File: src/rtl/shift_sequencer_if.sv
// shift_sequencer_if: request/result bundle between the execute stage and the shift sequencer.
interface shift_sequencer_if #(
  parameter int unsigned WIDTH = 32
);
  localparam int unsigned SW = $clog2(WIDTH);

  logic             ctrl_start;
  logic             ctrl_cancel;
  logic [1:0]       ctrl_op;
  logic [WIDTH-1:0] data_operand;
  logic [SW-1:0]    data_shamt;
  logic [WIDTH-1:0] data_result;
  logic             data_resultRDY;
  logic             data_exception;
  logic             busy;

  // Requester side (pipeline / bench)
  modport master (
    output ctrl_start, ctrl_cancel, ctrl_op, data_operand, data_shamt,
    input  data_result, data_resultRDY, data_exception, busy
  );

  // Sequencer side
  modport slave (
    input  ctrl_start, ctrl_cancel, ctrl_op, data_operand, data_shamt,
    output data_result, data_resultRDY, data_exception, busy
  );
endinterface

File: src/rtl/shift_sequencer.sv
// shift_sequencer: multi-cycle SLL/SRL/SRA controller applying one power-of-two step per cycle.
// Optional feature macro SHIFT_ROTATE_EN: op 11 becomes rotate-right instead of an illegal op.
module shift_sequencer #(
  parameter int unsigned WIDTH    = 32,
  parameter int unsigned MAX_STEP = 16
) (
  input logic              clock,
  input logic              reset_n,
  shift_sequencer_if.slave bus
);
  localparam int unsigned SW = $clog2(WIDTH);

  localparam logic [1:0] OP_SLL = 2'b00;
  localparam logic [1:0] OP_SRL = 2'b01;
  localparam logic [1:0] OP_SRA = 2'b10;
  localparam logic [1:0] OP_ROR = 2'b11;

`ifdef SHIFT_ROTATE_EN
  localparam bit ROTATE_EN = 1'b1;
`else
  localparam bit ROTATE_EN = 1'b0;
`endif

  typedef enum logic [1:0] {
    IDLE  = 2'd0,
    SHIFT = 2'd1,
    DONE  = 2'd2
  } state_t;

  state_t           state_q, state_d;
  logic [WIDTH-1:0] work_q, work_d;
  logic [SW-1:0]    rem_q, rem_d;
  logic [1:0]       op_q, op_d;
  logic             sign_q, sign_d;
  logic [SW-1:0]    step;
  logic [WIDTH-1:0] stepped;

  logic [WIDTH-1:0] result_q;
  logic             rdy_q;
  logic             exc_q;
  logic             busy_q;

  function automatic logic is_illegal(input logic [1:0] op);
    return (op == OP_ROR) && !ROTATE_EN;
  endfunction

  // Step size: highest set bit of the remaining count, capped at MAX_STEP
  always_comb begin
    step = '0;
    for (int unsigned i = 0; i < SW; i++) begin
      if (rem_q[i]) step = SW'(1) << i;
    end
    if (step > SW'(MAX_STEP)) step = SW'(MAX_STEP);
  end

  // One shift step of the working register; SRA fills with the sign captured at accept
  always_comb begin
    stepped = work_q;
    case (op_q)
      OP_SLL:  stepped = work_q << step;
      OP_SRL:  stepped = work_q >> step;
      OP_SRA:  stepped = (work_q >> step) | ({WIDTH{sign_q}} & ~({WIDTH{1'b1}} >> step));
`ifdef SHIFT_ROTATE_EN
      OP_ROR:  stepped = (work_q >> step) | (work_q << ((SW+1)'(WIDTH) - (SW+1)'(step)));
`endif
      default: stepped = work_q;
    endcase
  end

  // Next-state and datapath update
  always_comb begin
    state_d = state_q;
    work_d  = work_q;
    rem_d   = rem_q;
    op_d    = op_q;
    sign_d  = sign_q;
    unique case (state_q)
      IDLE: begin
        if (bus.ctrl_start && !bus.ctrl_cancel) begin
          work_d  = bus.data_operand;
          rem_d   = bus.data_shamt;
          op_d    = bus.ctrl_op;
          sign_d  = bus.data_operand[WIDTH-1];
          state_d = ((bus.data_shamt == '0) || is_illegal(bus.ctrl_op)) ? DONE : SHIFT;
        end
      end
      SHIFT: begin
        if (bus.ctrl_cancel) begin
          state_d = IDLE;
        end else begin
          work_d = stepped;
          rem_d  = rem_q - step;
          if (rem_q == step) state_d = DONE;
        end
      end
      DONE:    state_d = IDLE;
      default: state_d = IDLE;
    endcase
  end

  // State and working registers
  always_ff @(posedge clock or negedge reset_n) begin
    if (!reset_n) begin
      state_q <= IDLE;
      work_q  <= '0;
      rem_q   <= '0;
      op_q    <= '0;
      sign_q  <= 1'b0;
    end else begin
      state_q <= state_d;
      work_q  <= work_d;
      rem_q   <= rem_d;
      op_q    <= op_d;
      sign_q  <= sign_d;
    end
  end

  // Registered outputs, aligned with the state they describe
  always_ff @(posedge clock or negedge reset_n) begin
    if (!reset_n) begin
      result_q <= '0;
      rdy_q    <= 1'b0;
      exc_q    <= 1'b0;
      busy_q   <= 1'b0;
    end else begin
      rdy_q  <= (state_d == DONE);
      exc_q  <= (state_d == DONE) && is_illegal(op_d);
      busy_q <= (state_d != IDLE);
      if (state_d == DONE) result_q <= work_d;
    end
  end

  assign bus.data_result    = result_q;
  assign bus.data_resultRDY = rdy_q;
  assign bus.data_exception = exc_q;
  assign bus.busy           = busy_q;

endmodule

File: src/flat_wrapper.sv
// flat-port wrapper written by rule: the top's interface ports become plain ports
module shift_sequencer_flat 
#(
  parameter int unsigned WIDTH    = 32,
  parameter int unsigned MAX_STEP = 16
)
  (clock, reset_n, bus_ctrl_start, bus_ctrl_cancel, bus_ctrl_op, bus_data_operand, bus_data_shamt, bus_data_result, bus_data_resultRDY, bus_data_exception, bus_busy);
  shift_sequencer_if #(.WIDTH(WIDTH)) bus_i ();
  input logic clock;
  input logic reset_n;
  input wire logic [$bits(bus_i.ctrl_start)-1:0] bus_ctrl_start;
  input wire logic [$bits(bus_i.ctrl_cancel)-1:0] bus_ctrl_cancel;
  input wire logic [$bits(bus_i.ctrl_op)-1:0] bus_ctrl_op;
  input wire logic [$bits(bus_i.data_operand)-1:0] bus_data_operand;
  input wire logic [$bits(bus_i.data_shamt)-1:0] bus_data_shamt;
  output wire logic [$bits(bus_i.data_result)-1:0] bus_data_result;
  output wire logic [$bits(bus_i.data_resultRDY)-1:0] bus_data_resultRDY;
  output wire logic [$bits(bus_i.data_exception)-1:0] bus_data_exception;
  output wire logic [$bits(bus_i.busy)-1:0] bus_busy;
  assign bus_i.ctrl_start = bus_ctrl_start;
  assign bus_i.ctrl_cancel = bus_ctrl_cancel;
  assign bus_i.ctrl_op = bus_ctrl_op;
  assign bus_i.data_operand = bus_data_operand;
  assign bus_i.data_shamt = bus_data_shamt;
  assign bus_data_result = bus_i.data_result;
  assign bus_data_resultRDY = bus_i.data_resultRDY;
  assign bus_data_exception = bus_i.data_exception;
  assign bus_busy = bus_i.busy;
  shift_sequencer #(.WIDTH(WIDTH), .MAX_STEP(MAX_STEP)) u_core (.clock(clock), .reset_n(reset_n), .bus(bus_i));
endmodule
File: config.mk
export PLATFORM = sky130hd
export DESIGN_NAME = shift_sequencer_flat
export DESIGN_NICKNAME = d
export VERILOG_FILES = /design/src/rtl/shift_sequencer_if.sv /design/src/rtl/shift_sequencer.sv /design/src/flat_wrapper.sv
export SDC_FILE = /design/constraint.sdc
export NUM_CORES = 1
export LEC_CHECK = 0
export BUFFER_PORTS_ARGS = -buffer_cell sky130_fd_sc_hd__buf_2
export CORE_MARGIN = 2
export CORE_UTILIZATION = 45
export DETAILED_ROUTE_END_ITERATION = 12
export HOLD_SLACK_MARGIN = 0.03
export PLACE_DENSITY = 0.66
export SETUP_SLACK_MARGIN = 0.05
export SLEW_MARGIN = 20
export SYNTH_ARGS = -nofsm -noshare
export SYNTH_HDL_FRONTEND = slang
export SYNTH_SLANG_ARGS = --single-unit
File: constraint.sdc
create_clock -name clock -period 4.6 [get_ports clock]
set_input_delay 0.69 -clock clock [delete_from_list [all_inputs] [get_ports clock]]
set_output_delay 0.69 -clock clock [all_outputs]
set_load 0.01 [all_outputs]
==> results.md <==
* Global-route wire length before repair at 48.0 mm
* Area Growth Syn to Fin at 11.7%
* Share of the synthesized area in the top cell type at 0.294
* Initial core utilization at 0.456
* Required @ worst endpoint at 4.83 ns
* Yosys top cell by area: dfrtp_1
* Clock-pin transition on the worst setup and hold timing paths at 0.06 ns
* Slowest cell on crit path: dfrtp_1
* DRT Pass-1 Iters at 7
* CTS buffer count at 9
* Share of cells above drive strength 1 at 0.196
* NumNets Final at 932
* Cell Area, Placed at 0.00702 mm2
* Slowest stage delay, CP at 0.77 ns
* Maxcap violations at 0
* Worst min path class: primary input to asynchronous set/reset pin
* Syn avg cell area at 7.68 um2
* Design area at 0.00733 mm2
* Setup Total Neg Slack at 0 ns
* Final ANT Viol Nets at 0
* RSZ-0062 raised after global routing: false
* Leakage Power at 3.04 nW
* Hold Buf Count CTS at 0
* Syn. warnings at 0
* Post-route setup slack at 0.686 ns
* Initial DRC Count at 1516
* # rows at 44
* IO Port Bufs at 77
* Largest net degree at the start of global routing at 55
* Grt total ovfl at 0
* Clock sink count at 77
* Worst-Skew Late Latency at 0.35 ns
* Post-Syn Instances at 854
* VDD IR max at 323 uV
* Worst Tran Pin Value at 1.10 ns
* DRT Wirelength at 32.5 mm
* R2r setup slk at 0.69 ns
* Postcts setup bufs at 0
* Initial antenna violation count at 1
* Crit-path max FO at 42
* Via count at 7884
* Status: completed
* Setup-failing EPs final at 0
* Top FF cell, synth: dfrtp_1
* Clk root buf: clkbuf_16
* Post-synthesis register bit count at 77
* Die area at 0.0156 mm2
* Yosys cell types at 84
* Cell mode on critical path: buf_4
* Vias in the first global route at 7447
* Vias per cell at 7.33
* H-tree depth at 3
* Gr usage total at 0.410
* CP Capture Type: flop
* Final GP Congestion at 1.05
* IO Pins at 78
* CTS tree: built
* Core ar. at 0.0144 mm2
* Fin. max-slew vios at 0
* Wire per inst at 30.2 um
* Register area share after synthesis at 0.294
* Cts repair resizes at 0
* Number of synthesized flops with an enable pin at 0
* Cells along the critical path: or4b_4 > nand2b_4 > inv_2 > ha_1 > and4_1 > and3_1 > a21oi_1 > buf_4 > clkinv_1 > buf_4 > mux2_1
* Final Hold Viols at 0
* Largest cells by area after synthesis: dfrtp_1, nand2_1, o21ai_0, a21oi_1, nor2_1
* CP Launch Type: flop
* Worst Clk Skew at 0.00640 ns
* Die X at 125 um
* Worst Reg2Reg Path Length in Cells at 11
* Async set or reset register ratio after synthesis at 1.00
* Clock Tree Buf Depth at 2
* Remaining DRCs at 0
* Minimum clock period at 3.91 ns
* CP Class: flop to flop
* WP data arrival at 4.15 ns
* Fin crit share at 0.851
* DPL Wire Length at 22.8 mm
* Slew margin rel. at 0.262
* Place WS at 0.845 ns
* Power per Cell Area at 676 mW/mm2
* Syn_nets at 901
* Peak Freq at 256 MHz
* Die height at 125 um
* Mapped cell area at 0.00656 mm2
* Hold slack at 0.225 ns
-- final cells by class --
cell class                      count  area [um2]
Fill cell                        1408        7040
Antenna cell                        1        2.50
Clock buffer                       10         229
Clock inverter                      6        70.1
Sequential cell                    77        1930
Tap cell                          184         230
Multi-Input combinational cell    663        4130
Timing Repair Buffer              113         658
Inverter                           21        83.8
-- placed cells by master, fill, tap and decap left out, drive strengths merged, types with 11 or more instances in the layout --
master,instances
o22ai,23
nor2,74
nor3,17
a31oi,26
buf,113
o211ai,17
inv,20
nand3,14
dfrtp,77
mux2,25
nand2,106
a21o,11
a21oi,60
o221ai,13
a211oi,17
a221oi,14
mux2i,15
a22oi,12
o21ai,77
-- synth_stat cells (all sizes together), types with 17 or more instances --
cell type  count
o22ai         23
o21ai         77
nor2          74
clkbuf        63
o211ai        17
a31oi         26
inv           18
a211oi        17
a21oi         60
buf           30
nor3          17
nand2        106
mux2          25
dfrtp         77
-- worst paths after layout --
path                                                    to                       start
worst max-delay path             u_core.bus.data_result[9]             u_core.rem_q[0]
worst min-delay path            u_core.bus.data_result[29]                     reset_n
worst max register to register   u_core.bus.data_result[9]             u_core.rem_q[0]
worst min register to register  u_core.bus.data_result[24]  u_core.bus.data_result[24]
max in group asynchronous       u_core.bus.data_result[16]                     reset_n
min in group clock              u_core.bus.data_result[24]  u_core.bus.data_result[24]
-- power breakdown --
group	switching [W]	internal, W
Combinational	0.00172	0.000934
Clock	0.000307	0.000424
Sequential	0.000628	0.000945
Total	0.00265	0.00230
-- per-stage QoR --
| step | util | instances | total power (W) |
|---|---|---|---|
| floorplan | - | 854 | 0.00295 |
| global placement | 0.489 | 1058 | 0.00410 |
| detailed placement | 0.489 | 1058 | 0.00405 |
| CTS | 0.510 | 1074 | 0.00479 |
| global route | 0.510 | 1074 | 0.00512 |
| finish | 0.510 | 1075 | 0.00496 |
-- state kept, by name (all words and copies together), names as in the netlist --
signal,cells
u_core.bus.data_result,32
u_core.work_q,32
u_core.rem_q,5
u_core.op_q,2
u_core.state_q,2
u_core.bus.busy,1
u_core.bus.data_exception,1
u_core.bus.data_resultRDY,1
u_core.sign_q,1
-- routing by layer --
metal | share of wire | GRT usage
met1 | 0.39 | 0.570
met2 | 0.40 | 0.554
met3 | 0.14 | 0.129
met4 | 0.069 | 0.237
met5 | 0 | 0
-- logic make-up after synthesis --
kind of cell,count (synthesis),synth area share
AO/OA/AOI/OAI,341,0.353
AND/OR/NAND/NOR,277,0.198
buffers and inverters,114,0.0797
flip-flops,77,0.294
multiplexers,40,0.0658
adder cells (fa/ha/maj),4,0.00878
XOR/XNOR,1,0.00134
-- critical path: cells and delay by family (launching register included) --
family | cells | cell delay [ns]
simple gates | 4 | 1.38
mux | 1 | 0.38
flops | 1 | 0.77
fa+ha+maj | 1 | 0.29
compound gates | 1 | 0.12
buf+inv | 4 | 0.81
Power figures use the tool's default switching activity.
